## src/rtl/seg_score_decoder.sv

```systemverilog
// Seven-segment frame decoder: collects NUM_DIGITS segment patterns (MSD first),
// converts them to a binary score and holds it until the consumer takes it.
module seg_score_decoder #(
    parameter int NUM_DIGITS = 4
) (
    input  logic        clk,
    input  logic        rst_n,
    input  logic [6:0]  seg_in,
    input  logic        seg_valid,
    output logic        seg_ready,
    input  logic        frame_clr,
    output logic [13:0] score,
    output logic        score_err,
    output logic        score_valid,
    input  logic        score_ready
);

    localparam logic [0:0] ST_COLLECT = 1'b0;
    localparam logic [0:0] ST_HOLD    = 1'b1;

    localparam logic [2:0] LAST_IDX = 3'(NUM_DIGITS - 1);

    logic [0:0]  r_state;
    logic [13:0] r_acc;
    logic [2:0]  r_cnt;
    logic        r_err;

    logic [3:0]  w_digit;
    logic        w_invalid;
    logic [13:0] w_acc_next;
    logic        w_seg_xfer;
    logic        w_score_xfer;

    // NOTE: every signal driven here gets a default first so no latch is inferred.
    always_comb begin
        w_digit   = 4'd0;
        w_invalid = 1'b0;
        case (seg_in)
            7'h3F: w_digit = 4'd0;
            7'h06: w_digit = 4'd1;
            7'h5B: w_digit = 4'd2;
            7'h4F: w_digit = 4'd3;
            7'h66: w_digit = 4'd4;
            7'h6D: w_digit = 4'd5;
            7'h7D: w_digit = 4'd6;
            7'h07: w_digit = 4'd7;
            7'h7F: w_digit = 4'd8;
            7'h6F: w_digit = 4'd9;
            default: w_invalid = 1'b1;
        endcase
    end

    // The largest prior accumulator is 999, so acc*10 + 9 never exceeds 14 bits.
    assign w_acc_next   = (r_acc * 14'd10) + {10'd0, w_digit};
    assign w_seg_xfer   = seg_valid && (r_state == ST_COLLECT);
    assign w_score_xfer = score_ready && (r_state == ST_HOLD);

    // NOTE: sequential state uses non-blocking assignments so all registers update together.
    always_ff @(posedge clk or negedge rst_n) begin
        if (!rst_n) begin
            r_state <= ST_COLLECT;
            r_acc   <= 14'd0;
            r_cnt   <= 3'd0;
            r_err   <= 1'b0;
        end else if (frame_clr) begin
            r_state <= ST_COLLECT;
            r_acc   <= 14'd0;
            r_cnt   <= 3'd0;
            r_err   <= 1'b0;
        end else if (w_seg_xfer) begin
            r_acc <= w_acc_next;
            r_cnt <= r_cnt + 3'd1;
            r_err <= r_err | w_invalid;
            if (r_cnt == LAST_IDX) begin
                r_state <= ST_HOLD;
            end
        end else if (w_score_xfer) begin
            r_state <= ST_COLLECT;
            r_acc   <= 14'd0;
            r_cnt   <= 3'd0;
            r_err   <= 1'b0;
        end
    end

    // Handshake outputs come from registered state only.
    assign seg_ready   = (r_state == ST_COLLECT);
    assign score_valid = (r_state == ST_HOLD);
    assign score       = r_acc;
    assign score_err   = r_err;

endmodule

```

## config.mk

```make
export PLATFORM = sky130hd
export DESIGN_NAME = seg_score_decoder
export DESIGN_NICKNAME = d
export VERILOG_FILES = /design/src/rtl/seg_score_decoder.sv
export SDC_FILE = /design/constraint.sdc
export NUM_CORES = 1
export LEC_CHECK = 0
export ABC_AREA = 1
export BUFFER_PORTS_ARGS = -buffer_cell sky130_fd_sc_hd__buf_2
export CAP_MARGIN = 20
export CORE_UTILIZATION = 64
export CTS_BUF_LIST = sky130_fd_sc_hd__clkbuf_2
export DETAILED_ROUTE_END_ITERATION = 6
export GPL_ROUTABILITY_DRIVEN = 0
export PLACE_DENSITY = 0.93
export REMOVE_ABC_BUFFERS = 1
export SYNTH_ARGS = -nofsm -noshare
export SYNTH_HDL_FRONTEND = slang
export SYNTH_SLANG_ARGS = --single-unit
```

## constraint.sdc

```tcl
create_clock -name clk -period 5.45 [get_ports clk]
set_input_delay 0.545 -clock clk [delete_from_list [all_inputs] [get_ports clk]]
set_output_delay 0.545 -clock clk [all_outputs]
set_load 0.1 [all_outputs]
```

==> reports/qor.csv <==
stage;metric;value;unit
worst_setup_path;Critical Setup Path Class;flop to flop;
drt;M1 wire length;1.84;mm
cts;CTS clk-pin slew, worst paths;210;ps
power;internal power;0.175;mW
cts;Root Driver;clkbuf_2;
sta;RSZ-0062 raised after global routing;no;
finish;area of the multi-input gates;1250;um2
worst_setup_path;Worst setup startpoint;score[1];
yosys;largest cells by area after synthesis;dfrtp_1 (25%), ha_1 (16%), nand2_1 (15%), nand3_1 (6.9%), inv_1 (6.8%);
yosys;area share of the largest cell type after synthesis;25.3;%
die;Boundary Pins;29;
sta;setup ws final;2790;ps
die;Die H;56.2;um
sta;post-layout minimum cycle time;2660;ps
drt;WL met2;2.08;mm
placement;buffers added on ports;28;
drt;Met3 Routed Length;211;um
worst_setup_path;Arr. time, crit path;2960;ps
placement;HPWL Detailed;3.28;mm
finish;layout cells sized above 1;16.6;%
drt;1st-iter DRT viols;74;
yosys;synthesized instance count;264;
yosys;Yosys reg bits;19;
drt;drt via density;5.76;
sta;Final setup viols;0;
power;maximum vdd ir drop;0.172;mV
power;static leakage;1.21;nW
global_routing;vias in the first global route;1762;
power;PD cells;131;nW/um2
cts;H-tree depth;1;
die;initial core utilization;68.1;%
flow_run;Max Cap Violations;0;
cts;clk buf depth;2;
global_routing;initial antenna violation count;0;
sta;Slew @ Worst Pin;877;ps
die;core area;2760;um2
sta;crit share post-route;48.8;%
global_routing;GRT Resource Usage Total;28.8;%
sta;Slew Limit Fails;0;
finish;nets@finish;334;
yosys;Synth area leader;dfrtp_1;
sta;Setup Skew;6.75;ps
worst_setup_path;RR Startpoint;score[1];
global_routing;global-route wire length before repair;7.31;mm
sta;final-report hold violation count;0;
drt;top sig layer;met4;
worst_setup_path;WP data required;5740;ps
worst_setup_path;CP Launch Type;flop;
cts;hold_buf cts;0;
global_routing;GR Overflow Total;0;
die;Cell Rows;19;
hold_path;HP Class;input port to async pin;
power;Net Sw Frac;35.2;%
finish;Syn-to-layout area delta;10.0;%
power;Gate power share;20.6;%
drt;Post-DRT Antenna Nets;0;
sta;Max Freq;0.376;GHz
drt;number of detailed-route iterations in the first pass;6;
power;clock share of power;25.0;%
drt;WL/cell;12.8;um
drt;DR vias;1879;
finish;# diodes;0;
drt;Remaining DRCs;0;
cts;clock sink count;19;
worst_setup_path;CP endpoint kind;flop;
global_routing;largest net degree at the start of global routing;20;
cts;CTS tree;built;
drt;total wire length;4.18;mm
finish;Storage cell area;475;um2
die;die area;3150;um2
sta;Max-slew headroom;41.3;%
worst_setup_path;CP max FO;5;
yosys;Seq/Total Area, Yosys;25.3;%
run_status;status;finished clean;
yosys;Netlist cell types;33;
power;Sequential Power Share;54.4;%
yosys;Mapped Avg Cell Area;7.11;um2
placement;Place WS;2520;ps
cts;postcts setup bufs;0;
power;Sw Pwr;0.0953;mW
cts;# resized after CTS;0;
cts;Worst-Skew Late Latency;340;ps
finish;Filler Cells Inserted;228;
die;die width;56.2;um
cts;total CTS buffers;3;
sta;setup_tns;0;ps
yosys;YS warnings;0;
yosys;mapped cell area;1880;um2
## synthesized netlist by cell type
cell     number
nand2_2       3
o21ai_2       1
nor2_2        2
nand2_4       1
or2_1         1
buf_4         1
a31oi_1       1
xor2_1        1
fa_1          2
ha_1         24
nor3_1        6
nand2_1      76
nor2_1       13
a22o_1        3
nand3_1      26
o21ai_1       3
xnor2_1       4
dfrtp_1      19
nand3_4       1
or2_2         1
nand4_1       5
o41ai_1       1
a32o_1        1
a31o_2        1
nor2_4        1
o21ai_0      12
nor4_1        2
nand3_2       4
and2_1        1
inv_1        34
buf_6         1
a21oi_1      11
inv_2         1
## sequential cells by signal (all words and copies together) (netlist names)
signal / count
score: 14
r_cnt: 3
score_err: 1
score_valid: 1
## power by group through the flow
stage	Combinational (mW)	Clock (mW)	Sequential, mW
6_report	0.0556	0.0676	0.147
3_5_place_dp	0.0547	0	0.150
3_3_place_gp	0.0534	0	0.150
5_1_grt	0.0610	0.0724	0.148
4_1_cts	0.0549	0.0672	0.147
2_1_floorplan	0.0236	0	0.164
## worst max-delay path: stages, from the launching register on
cell,delay (ps)
dfrtp_1,500
ha_1,330
ha_1,240
fa_1,610
nand4_1,140
o21ai_2,210
nand3_2,110
nor2_2,190
nand3_1,90
nand2_1,60
nand3_1,60
nand2_1,90
## final timing paths
kind / end / slack (ps) / depth (start not counted)
max: score[12] / 2790 / 11
min: score[6] / 110 / 1
max reg2reg: score[12] / 2790 / 11
min reg2reg: score[13] / 520 / 2
max in group asynchronous: score[11] / 5030 / 1
min in group clk: score_valid / 470 / 4
## placed cells by master, fill, tap and decap left out, types with 5 or more instances in the layout
cell      n
a21oi_1  11
buf_2    28
dfrtp_1  19
ha_1     24
inv_1    34
nand2_1  76
nand3_1  26
nand4_1   5
nor2_1   13
nor3_1    6
o21ai_0  12
## cells by family after synthesis
kind of cell	share of synthesized area (%)
AO/OA/AOI/OAI	10.6
buffers and inverters	8.00
flip-flops	25.3
adder cells (fa/ha/maj)	18.1
AND/OR/NAND/NOR	35.6
XOR/XNOR	2.33
## routing by layer
metal,vias up,track usage [%]
met3,9,7.21
met1,863,35.2
met2,63,50.3
li1,944,-
met4,0,8.01
met5,-,0
## through the flow
stage          utilization (%)  total power, mW  hold slack (ps)  cells  area (um2)
6_report                  74.9            0.271              109    326        2060
5_1_grt                   74.9            0.281              119    326        2060
4_1_cts                   74.6            0.269              122    325        2060
3_5_place_dp              73.9            0.204              474    321        2040
3_3_place_gp              73.9            0.203              468    321        2040
2_1_floorplan                -            0.187              249    262        1860
## cell type report
| class | instances | share of cell area (%) |
|---|---|---|
| multi-input cells | 208 | 60.6 |
| inverters | 35 | 6.36 |
| clock inverters | 1 | 0.242 |
| clock buffers | 3 | 0.727 |
| flip-flops and latches | 19 | 23.0 |
| repair buffers | 29 | 7.15 |
| well taps | 31 | 1.88 |
Note: power is estimated with default switching activity, not from simulation.
